$ cat config.mk
export PLATFORM = sky130hd
export DESIGN_NAME = pipe_ctrl
export DESIGN_NICKNAME = d
export VERILOG_FILES = /design/src/rtl/pipe_pkg.sv /design/src/rtl/fwd_unit.sv /design/src/rtl/pipe_ctrl.sv
export SDC_FILE = /design/constraint.sdc
export NUM_CORES = 1
export LEC_CHECK = 0
export CAP_MARGIN = 20
export CORE_UTILIZATION = 35
export CTS_BUF_LIST = sky130_fd_sc_hd__clkbuf_2
export CTS_CLUSTER_DIAMETER = 150
export DETAILED_ROUTE_END_ITERATION = 10
export PLACE_DENSITY = 0.95
export SLEW_MARGIN = 0
export SYNTH_ARGS = -nofsm -noshare
export SYNTH_HDL_FRONTEND = slang
export SYNTH_SLANG_ARGS = --single-unit
export TNS_END_PERCENT = 20
$ cat constraint.sdc
create_clock -name clk -period 3.52 [get_ports clk]
set_input_delay 0.352 -clock clk [delete_from_list [all_inputs] [get_ports clk]]
set_output_delay 0.352 -clock clk [all_outputs]
set_load 0.01 [all_outputs]
$ cat src/rtl/pipe_pkg.sv
// Shared types and constants for the pipeline sequencing controller.
// Latency: n/a (declarations only).
// Backpressure: n/a.
package pipe_pkg;

  // Operand source selected for an Execute-stage ALU input.
  typedef enum logic [1:0] {
    FWD_RF  = 2'b00,  // register file value read in Decode
    FWD_WB  = 2'b01,  // Writeback result
    FWD_MEM = 2'b10   // Memory-stage ALU result
  } fwd_sel_t;

  // Mul/div sequencing state.
  typedef enum logic [1:0] {
    IDLE = 2'd0,
    BUSY = 2'd1,
    DONE = 2'd2
  } md_state_t;

  // x0 is hardwired to zero, so it never creates a hazard.
  localparam logic [4:0] REG_ZERO = 5'd0;

endpackage

$ cat src/rtl/fwd_unit.sv
// Operand forwarding select for one Execute source register.
// Latency: purely combinational, zero cycles.
// Backpressure: none; output follows inputs every cycle.
// Ports: rs_e (Execute source), rd_m/rd_w + reg_write_m/reg_write_w
//        (later-stage destinations and write enables), fwd_sel (chosen source).
module fwd_unit
  import pipe_pkg::*;
(
  input  logic [4:0] rs_e,
  input  logic [4:0] rd_m,
  input  logic [4:0] rd_w,
  input  logic       reg_write_m,
  input  logic       reg_write_w,
  output fwd_sel_t   fwd_sel
);

  // Memory is checked first: it holds the younger producer, so its value
  // is the architecturally correct one when both stages match.
  always_comb begin
    fwd_sel = FWD_RF;
    if (reg_write_m && (rs_e == rd_m) && (rs_e != REG_ZERO)) begin
      fwd_sel = FWD_MEM;
    end else if (reg_write_w && (rs_e == rd_w) && (rs_e != REG_ZERO)) begin
      fwd_sel = FWD_WB;
    end
  end

endmodule

$ cat src/rtl/pipe_ctrl.sv
// Pipeline sequencing: forwarding selects, load-use stall, branch flush, mul/div freeze.
// Latency: controls are combinational; a mul/div holds Execute MD_LATENCY+2 cycles.
// Backpressure: StallF/D/E freeze upstream stages; FlushM drains bubbles downstream.
// Ports: clk, reset (sync, active-high); Decode/Execute/Memory/Writeback register
//        ids and write enables; ResultSrcE0, PCSrcE, MulDivE hazard inputs;
//        ForwardAE/BE, StallF/D/E, FlushD/E/M, MdStart, MdBusy outputs.
// Build option PIPE_CTRL_STATS_EN adds saturating StallCycles/FlushCount counters.
module pipe_ctrl
  import pipe_pkg::*;
#(
  parameter int MD_LATENCY = 4
) (
  input  logic        clk,
  input  logic        reset,
  input  logic [4:0]  Rs1D,
  input  logic [4:0]  Rs2D,
  input  logic [4:0]  Rs1E,
  input  logic [4:0]  Rs2E,
  input  logic [4:0]  RdE,
  input  logic [4:0]  RdM,
  input  logic [4:0]  RdW,
  input  logic        RegWriteM,
  input  logic        RegWriteW,
  input  logic        ResultSrcE0,
  input  logic        PCSrcE,
  input  logic        MulDivE,
  output logic [1:0]  ForwardAE,
  output logic [1:0]  ForwardBE,
  output logic        StallF,
  output logic        StallD,
  output logic        StallE,
  output logic        FlushD,
  output logic        FlushE,
  output logic        FlushM,
  output logic        MdStart,
  output logic        MdBusy
`ifdef PIPE_CTRL_STATS_EN
  ,
  output logic [31:0] StallCycles,
  output logic [31:0] FlushCount
`endif
);

  localparam int CNT_W = $clog2(MD_LATENCY);

  fwd_sel_t          fwd_a;
  fwd_sel_t          fwd_b;
  md_state_t         state;
  md_state_t         state_nxt;
  logic [CNT_W-1:0]  cnt;
  logic [CNT_W-1:0]  cnt_nxt;
  logic              lw_stall;
  logic              md_stall;

  // ---------------- forwarding ----------------
  fwd_unit u_fwd_a (
    .rs_e        (Rs1E),
    .rd_m        (RdM),
    .rd_w        (RdW),
    .reg_write_m (RegWriteM),
    .reg_write_w (RegWriteW),
    .fwd_sel     (fwd_a)
  );

  fwd_unit u_fwd_b (
    .rs_e        (Rs2E),
    .rd_m        (RdM),
    .rd_w        (RdW),
    .reg_write_m (RegWriteM),
    .reg_write_w (RegWriteW),
    .fwd_sel     (fwd_b)
  );

  assign ForwardAE = fwd_a;
  assign ForwardBE = fwd_b;

  // ---------------- load-use hazard ----------------
  assign lw_stall = ResultSrcE0 && (RdE != REG_ZERO) &&
                    ((Rs1D == RdE) || (Rs2D == RdE));

  // ---------------- mul/div FSM: state register ----------------
  always_ff @(posedge clk) begin
    if (reset) begin
      state <= IDLE;
      cnt   <= '0;
    end else begin
      state <= state_nxt;
      cnt   <= cnt_nxt;
    end
  end

  // ---------------- mul/div FSM: next state ----------------
  // BUSY spans MD_LATENCY cycles (counter MD_LATENCY-1 down to 0). DONE
  // always returns to IDLE so the released instruction cannot retrigger.
  always_comb begin
    state_nxt = state;
    cnt_nxt   = cnt;
    case (state)
      IDLE: begin
        if (MulDivE) begin
          state_nxt = BUSY;
          cnt_nxt   = CNT_W'(MD_LATENCY - 1);
        end
      end
      BUSY: begin
        if (cnt == '0) begin
          state_nxt = DONE;
        end else begin
          cnt_nxt = cnt - CNT_W'(1);
        end
      end
      DONE:    state_nxt = IDLE;
      default: state_nxt = IDLE;
    endcase
  end

  // ---------------- mul/div FSM: outputs ----------------
  // Start is Mealy so the unit launches in the same cycle the op reaches Execute.
  always_comb begin
    MdStart  = (state == IDLE) && MulDivE;
    MdBusy   = (state == BUSY);
    md_stall = MdStart || MdBusy;
  end

  // ---------------- stage controls ----------------
  // A mul/div freeze outranks load-use and branch handling: the held
  // Execute op is the mul/div itself, and the load-use check is simply
  // re-evaluated once the freeze lifts in DONE.
  always_comb begin
    StallF = lw_stall || md_stall;
    StallD = lw_stall || md_stall;
    StallE = md_stall;
    FlushE = (lw_stall || PCSrcE) && !md_stall;
    FlushD = PCSrcE && !md_stall;
    FlushM = md_stall;
  end

  // ---------------- optional statistics ----------------
`ifdef PIPE_CTRL_STATS_EN
  always_ff @(posedge clk) begin
    if (reset) begin
      StallCycles <= '0;
      FlushCount  <= '0;
    end else begin
      if (StallF && (StallCycles != '1)) StallCycles <= StallCycles + 32'd1;
      if (FlushE && (FlushCount  != '1)) FlushCount  <= FlushCount  + 32'd1;
    end
  end
`else
  // Statistics counters are not built in this configuration.
`endif

endmodule

==> impl_metrics.toml, run 1 <==
[die]
die_h_um = 44.8
initial_core_util = 0.371
die_w_um = 44.8
ioPinCount = 54
coreArea_mm2 = 0.00173
core.rowCount = 15
die_area_mm2 = 0.00201

[global_routing]
grt_util_all_layers = 0.230
grt_pass1_wl_um = 3310
grt_antenna_before_repair = 0
grt_max_degree = 6
grt-ovfl-total = 0
grt_pass1_vias = 768

[worst_setup_path]
worstPathCellList = "clkdlybuf4s50_1 > or4_4 > nor2_4 > nor4_2 > nor4_2 > clkdlybuf4s50_1"
crit_required_ps = 3170
critPathMaxStageDelay_ps = 570
rrSetupSlack_ps = 2170
cp_top_family = "buffers and inverters"
critPathLaunchType = "input port"
worst_path_max_delay_cell = "or4_4"
critPathBufInv = 2
critPathArrivalTime_ps = 2410
path_max_fanout = 3
criticalPathCategory = "in2out"
cp-end-kind = "primary output"

[pwr]
ir_drop_uv = 159
switching_share = 0.330
combinationalPowerShare = 0.622
seqPwrFrac = 0.216
leakage_nw = 0.439
cellPowerDensity_mw_per_mm2 = 206
power.internal_mw = 0.166
clkPwrFrac = 0.162
p_sw_mw = 0.0817

[drt]
vias_per_cell = 4.69
routed_wl_um = 2040
drtIter0Drc = 8
ant_nets = 0
wl_per_cell_um = 13.0
dr.pass1.iters = 4
drc = 0
vias = 737

[cts]
ctsResizeCount = 0
clock_latency_ps = 200
ctsHoldBuffers = 0
clkSlewWorstSetupHoldPaths_ps = 40
cts_sinks = 4
cts-htree-levels = 1
cts_buffer_depth = 2
cts_tree = "yes"
cts_setup_buffers = 0
cts-root-buf = "clkbuf_2"
cts_buffers = 3

[placement]
place_hpwl_um = 1870
post-place-ws_ps = 743
place_congestion = 0.928
port_buffers = 53

[timing]
rsz0062_at_grt = "no"
timing.final.max_slew_violations = 0
skew_ps = 1.86
whs_ps = 506
final.setup.worst_slack_ps = 759
max_freq_ghz = 0.362
setup_tns_ps = 0
post-route-min-period_ps = 2760
period_share = 0.785
hold_viol = 0
max_slew_margin = 0.785
setup_viol = 0
worst_pin_slew_ps = 319

[synthesis]
synth_nets = 121
ys.flop_type = "dfxtp_1"
syn_inst = 78
synth_top_area_cell = "xnor2_1"
synth_edf_count = 0
synthTopCellsByArea = "xnor2_1, xor2_1, dfxtp_1"
ys_ff_latch = 4
netlist_area_um2 = 641
synth_top_area_frac = 0.219
syn_area_per_cell_um2 = 8.21
yosysUniqueCellTypes = 23
async_flop_share = 0
yosys_warnings = 0
yosysSeqAreaShare = 0.125

[layout]
final_cell_mix = "clkdlybuf4s50_1, xnor2_1, xor2_1"
diodes = 0
final_common_cell = "clkdlybuf4s50_1"
syn_to_final_growth_pct = 87.7
drive_gt1_frac = 0.0909
nNetsFinal = 177

[min_path]
hold_path.class = "reg2reg"

[job]
maxCapViolCount = 0

[status]
outcome = "completed"
-- per-layer routing --
layer / part of all wire / GRT usage / vias up
li1: - / - / 372
met1: 0.38 / 0.246 / 343
met2: 0.57 / 0.421 / 18
met3: 0.029 / 0.0520 / 4
met4: 0.016 / 0.115 / 0
met5: 0 / 0 / -
-- final timing paths --
check,to,start,cells past startpoint
setup / recovery,ForwardAE[0],Rs1E[1],6
hold / removal,cnt[0]$_SDFFE_PP0P_,cnt[0]$_SDFFE_PP0P_,1
setup reg to reg,cnt[0]$_SDFFE_PP0P_,state[1]$_SDFFE_PP0P_,4
hold reg to reg,cnt[0]$_SDFFE_PP0P_,cnt[0]$_SDFFE_PP0P_,1
-- cell usage after synthesis (3+ instances only) --
cell type,n
dfxtp_1,4
inv_1,6
nand2_1,3
nand4_1,4
nor2_1,5
nor4_2,4
o21ai_0,3
xnor2_1,16
xor2_1,14
-- layout make-up --
class / count / area [um2]
Sequential cell: 4 / 80.1
Clock buffer: 3 / 15.0
Timing Repair Buffer: 53 / 531
Inverter: 6 / 22.5
Fill cell: 157 / 524
Multi-Input combinational cell: 66 / 523
Tap cell: 25 / 31.3
-- kinds of logic after synthesis --
kind of cell,after synthesis,synth area share
xor gates and xnor gates,30,0.410
and+or+nand+nor,28,0.316
buffers and inverters,8,0.0586
AOI/OAI and AO/OA,7,0.0703
DFF,4,0.125
adders and majority gates,1,0.0195
-- per-stage QoR --
step / cell area, um2 / power (mW) / instances / util
4_1_cts: 1200 / 0.250 / 157 / 0.696
3_5_place_dp: 1190 / 0.208 / 154 / 0.688
5_1_grt: 1200 / 0.267 / 157 / 0.696
3_3_place_gp: 1190 / 0.203 / 154 / 0.688
6_report: 1200 / 0.248 / 157 / 0.696
2_1_floorplan: 641 / 0.120 / 78 / -
-- sequential cells by signal (all words and copies together) (netlist names) --
name and cells:
cnt 2, state 2
-- worst reg2reg max path: stages, from the launching register on --
cell and delay [ps]:
dfxtp_1 290, or3b_2 480, o21ai_0 150, nor2_1 80, a211oi_1 250
-- power groups by stage --
| stage | registers, mW | logic [mW] | clock network, mW |
|---|---|---|---|
| global route | 0.0541 | 0.167 | 0.0464 |
| detailed placement | 0.0539 | 0.154 | 0 |
| finish | 0.0534 | 0.154 | 0.0402 |
| global placement | 0.0532 | 0.150 | 0 |
| floorplan | 0.0530 | 0.0672 | 0 |
| CTS | 0.0533 | 0.155 | 0.0416 |
Note: power is estimated with default switching activity, not from simulation.
==> run 2: changes to the inputs <==
--- a/config.mk
+++ b/config.mk
@@ -6,11 +6,11 @@
 export NUM_CORES = 1
 export LEC_CHECK = 0
 export CAP_MARGIN = 20
-export CORE_UTILIZATION = 35
+export CORE_UTILIZATION = 30
 export CTS_BUF_LIST = sky130_fd_sc_hd__clkbuf_2
 export CTS_CLUSTER_DIAMETER = 150
 export DETAILED_ROUTE_END_ITERATION = 10
-export PLACE_DENSITY = 0.95
+export PLACE_DENSITY = 0.88
 export SLEW_MARGIN = 0
 export SYNTH_ARGS = -nofsm -noshare
 export SYNTH_HDL_FRONTEND = slang
==> constraint.sdc (replaced) <==
create_clock -name clk -period 2.4 [get_ports clk]
set_input_delay 0.24 -clock clk [delete_from_list [all_inputs] [get_ports clk]]
set_output_delay 0.24 -clock clk [all_outputs]
set_load 0.01 [all_outputs]
==> run 2 against run 1 <==
Effect of this change: final cell count increased by 8.3%; combinational power grew 56%; first-iteration DRC count down 25%; clock-buffer cell count did not move; critical path depth rose by 1; flip-flop and latch count unchanged; sequential power increased by 46%; non-clock buffer count rose by 11; power rose by 52%; routed wire length is 16% higher; final area rose by 7.2%; setup slack got worse by 690 ps.
==> impl_metrics.toml, run 2 (synthesis gave the netlist of run 1 again) <==
[global_routing]
grt_pass1_wl_um = 3480
grt-ovfl-total = 0
grt_max_degree = 6
grt_util_all_layers = 0.224
grt_antenna_before_repair = 0
grt_pass1_vias = 784

[cts]
ctsHoldBuffers = 0
cts_sinks = 4
cts_tree = "yes"
cts_buffer_depth = 2
cts-root-buf = "clkbuf_2"
clkSlewWorstSetupHoldPaths_ps = 40
clock_latency_ps = 210
cts_setup_buffers = 0
cts-htree-levels = 1
cts_buffers = 3

[layout]
top_regs = "cnt (2), state (2)"
diodes = 0
final_cell_area_mm2 = 0.00129
final_cells = 170
drive_gt1_frac = 0.161
syn_to_final_growth_pct = 101
fillCellCount = 150
final_common_cell = "clkdlybuf4s50_1"
final_cell_mix = "clkdlybuf4s50_1, xnor2_1, xor2_1"
nNetsFinal = 188

[timing]
post-route-min-period_ps = 2330
hold_viol = 0
whs_ps = 473
max_slew_margin = 0.765
worst_pin_slew_ps = 352
period_share = 0.970
timing.final.max_slew_violations = 0
max_freq_ghz = 0.430
setup_tns_ps = 0
setup_viol = 0
rsz0062_at_grt = "yes"
skew_ps = 7.36

[drt]
vias_per_cell = 4.65
dr.pass1.iters = 2
wl_per_cell_um = 14.0
vias = 790
ant_nets = 0
routed_wl_um = 2380
drtIter0Drc = 6
drc = 0

[die]
die_area_mm2 = 0.00232
core.rowCount = 16
coreArea_mm2 = 0.00198
ioPinCount = 54
die_h_um = 48.2
initial_core_util = 0.323
die_w_um = 48.2

[status]
outcome = "completed"

[placement]
port_buffers = 53
placed_cells = 167
place_area_mm2 = 0.00127
place_congestion = 0.814
place_hpwl_um = 2130

[pwr]
leakage_nw = 0.524
finalPower_mw = 0.378
p_sw_mw = 0.128
switching_share = 0.338
combinationalPowerShare = 0.635
power.internal_mw = 0.250
clkPwrFrac = 0.158
cellPowerDensity_mw_per_mm2 = 293
seqPwrFrac = 0.207
ir_drop_uv = 355

[worst_setup_path]
criticalPathCategory = "in2out"
crit_required_ps = 2160
path_max_fanout = 2
critPathArrivalTime_ps = 2090
cp-end-kind = "primary output"
rrSetupSlack_ps = 1070
critPathLaunchType = "input port"

[job]
maxCapViolCount = 0

[min_path]
hold_path.class = "reg2reg"
## run 2: cell type report
type / instances / area (um2) / area share
clock buffer: 3 / 15.0 / 0.0117
inverter: 6 / 22.5 / 0.0175
multi-input combinational: 66 / 523 / 0.406
sequential: 4 / 80.1 / 0.0621
tap: 27 / 33.8 / 0.0262
timing repair buffer: 64 / 614 / 0.477
## run 2: worst max-delay path: stages
cell	delay [ps]
clkdlybuf4s50_1	510
buf_4	140
xnor2_1	110
nand4_1	160
nor4_2	250
buf_4	160
clkdlybuf4s50_1	520
## run 2: path summary, 6_finish.rpt
check | start | end | cells past startpoint
setup / recovery | Rs1E[3] | ForwardAE[1] | 7
hold reg to reg | cnt[0]$_SDFFE_PP0P_ | cnt[0]$_SDFFE_PP0P_ | 1
hold / removal | cnt[0]$_SDFFE_PP0P_ | cnt[0]$_SDFFE_PP0P_ | 1
setup reg to reg | state[1]$_SDFFE_PP0P_ | cnt[0]$_SDFFE_PP0P_ | 4
## run 2: power groups by stage
stage | combinational (mW) | sequential [mW] | clock, mW
finish | 0.240 | 0.0782 | 0.0598
global route | 0.258 | 0.0794 | 0.0682
CTS | 0.242 | 0.0779 | 0.0626
detailed placement | 0.241 | 0.0790 | 0
global placement | 0.232 | 0.0781 | 0
floorplan | 0.0986 | 0.0778 | 0
## run 2: what timing repair did
item                       CTS  global route
resized for setup            5             2
gates cloned                 0             0
setup endpoints to repair    5             3
pin swaps                    0             1
hold endpoints to repair     0             0
## run 2: per-layer routing
metal  routed length, um  vias up  GRT usage
li1                    -      399          -
met1                 868      364      0.237
met2                1330       17      0.403
met3                  82       10     0.0704
met4                  98        0      0.100
met5                   0        -          0
## run 2: per-stage QoR
| step | utilization | setup WS (ps) |
|---|---|---|
| final | 0.650 | 72.9 |
| after global routing | 0.650 | -4.53 |
| after CTS | 0.648 | 0.587 |
| after detailed placement | 0.642 | -104 |
| after global placement | 0.642 | -54.2 |
| after floorplan | - | 856 |
==> run 3: changes to the inputs <==
--- a/config.mk
+++ b/config.mk
@@ -9,8 +9,9 @@
 export CORE_UTILIZATION = 30
 export CTS_BUF_LIST = sky130_fd_sc_hd__clkbuf_2
 export CTS_CLUSTER_DIAMETER = 150
+export CTS_CLUSTER_SIZE = 8
 export DETAILED_ROUTE_END_ITERATION = 10
-export PLACE_DENSITY = 0.88
+export PLACE_DENSITY = 0.83
 export SLEW_MARGIN = 0
 export SYNTH_ARGS = -nofsm -noshare
 export SYNTH_HDL_FRONTEND = slang
==> run 3 against run 2 <==
Effect of this change: global-route usage decreased by 4.8 points; combinational power about the same; non-clock buffer count grew 1.
==> impl_metrics.toml, run 3 (synthesis gave the netlist of run 1 again) <==
[layout]
fillCellCount = 159
nNetsFinal = 189
final-seq-area_um2 = 80.1
diodes = 0
top_regs = "cnt (2), state (2)"
final_common_cell = "clkdlybuf4s50_1"
final_cell_mix = "clkdlybuf4s50_1, xnor2_1, xor2_1"
syn_to_final_growth_pct = 103
drive_gt1_frac = 0.167
multi_input_area_um2 = 523

[drt]
drc = 0
vias = 810
wl_per_cell_um = 12.3
drtIter0Drc = 9
routed_wl_um = 2110
ant_nets = 0
vias_per_cell = 4.74
dr.pass1.iters = 4

[timing]
period_share = 0.952
rsz0062_at_grt = "no"
post-route-min-period_ps = 2280
setup_viol = 0
max_slew_margin = 0.785
worst_pin_slew_ps = 319
whs_ps = 499
timing.final.max_slew_violations = 0
hold_viol = 0
final.setup.worst_slack_ps = 116
skew_ps = 9.86
max_freq_ghz = 0.438

[cts]
cts_sinks = 4
cts_buffer_depth = 2
cts-root-buf = "clkbuf_2"
cts_setup_buffers = 0
cts_tree = "yes"
clkSlewWorstSetupHoldPaths_ps = 40
cts-htree-levels = 1
cts_buffers = 3
ctsResizeCount = 2
clock_latency_ps = 210
ctsHoldBuffers = 0

[worst_setup_path]
cp-end-kind = "primary output"
regToRegStartpoint = "state[1]$_SDFFE_PP0P_"
timing.critical_path.to = "ForwardAE[1]"
cp-startpoint = "Rs1E[4]"
worstReg2RegEnd = "cnt[0]$_SDFFE_PP0P_"
rrSetupSlack_ps = 1030
path_max_fanout = 2
critPathLaunchType = "input port"
rr_worst_depth = 4
criticalPathCategory = "in2out"
crit_required_ps = 2160
worst_path_max_delay_cell = "clkdlybuf4s50_1"
critPathArrivalTime_ps = 2040
worstPathCellList = "clkdlybuf4s50_1 > buf_4 > xnor2_1 > nand4_1 > nor4_2 > buf_4 > clkdlybuf4s50_1"
critPathMaxStageDelay_ps = 520

[pwr]
ir_drop_uv = 285
finalPower_mw = 0.380
leakage_nw = 0.539
cellPowerDensity_mw_per_mm2 = 292

[placement]
place_congestion = 0.731
place_hpwl_um = 1830
port_buffers = 53
post-place-ws_ps = -51.4

[job]
maxCapViolCount = 0

[die]
ioPinCount = 54
coreArea_mm2 = 0.00198
initial_core_util = 0.323
die_h_um = 48.2
die_area_mm2 = 0.00232
die_w_um = 48.2
core.rowCount = 16

[global_routing]
grt_antenna_before_repair = 0
grt_util_all_layers = 0.176
grt_max_degree = 6
grt_pass1_wl_um = 2850
grt-ovfl-total = 0
grt_pass1_vias = 763

[status]
outcome = "completed"

[min_path]
hold_path.class = "reg2reg"
## run 3: stage by stage
step / std cells / area, um2 / setup TNS [ps] / util
floorplan: 78 / 641 / 0 / -
global route: 171 / 1300 / 0 / 0.656
detailed placement: 168 / 1280 / -86.0 / 0.646
CTS: 171 / 1290 / 0 / 0.652
finish: 171 / 1300 / 0 / 0.656
global placement: 168 / 1280 / -0.492 / 0.646
## run 3: report_power, final
| part | switching (mW) | internal [mW] | total (mW) |
|---|---|---|---|
| combinational | 0.0954 | 0.145 | 0.240 |
| sequential | 0.00382 | 0.0739 | 0.0777 |
| clock | 0.0283 | 0.0336 | 0.0619 |
| total | 0.128 | 0.252 | 0.380 |
## run 3: per-layer routing
layer	wire length [um]	track usage	part of all wire	up-vias
met1	746	0.171	0.35	354
met2	1050	0.344	0.50	54
met5	0	0	0	-
met4	20	0.0500	0.0095	0
met3	296	0.0630	0.14	4
li1	-	-	-	398
## run 3: worst min-delay path by stage
stage / cells after the start / to / from
after floorplan: 1 / state[0]$_SDFFE_PP0P_ / reset
after global placement: 1 / cnt[0]$_SDFFE_PP0P_ / cnt[0]$_SDFFE_PP0P_
after detailed placement: 1 / cnt[0]$_SDFFE_PP0P_ / cnt[0]$_SDFFE_PP0P_
after CTS: 1 / cnt[0]$_SDFFE_PP0P_ / cnt[0]$_SDFFE_PP0P_
after global routing: 1 / cnt[0]$_SDFFE_PP0P_ / cnt[0]$_SDFFE_PP0P_
final: 1 / cnt[0]$_SDFFE_PP0P_ / cnt[0]$_SDFFE_PP0P_
## run 3: critical path: cells and delay by family
family        cells  cell delay (ps)
xor+xnor          1              110
buf+inv           4             1320
simple gates      2              380
## run 3: layout make-up
| type | count | share of cell area |
|---|---|---|
| timing repair buffer | 65 | 0.481 |
| tap | 27 | 0.0260 |
| sequential | 4 | 0.0616 |
| multi-input combinational | 66 | 0.402 |
| clock buffer | 3 | 0.0115 |
| inverter | 6 | 0.0173 |
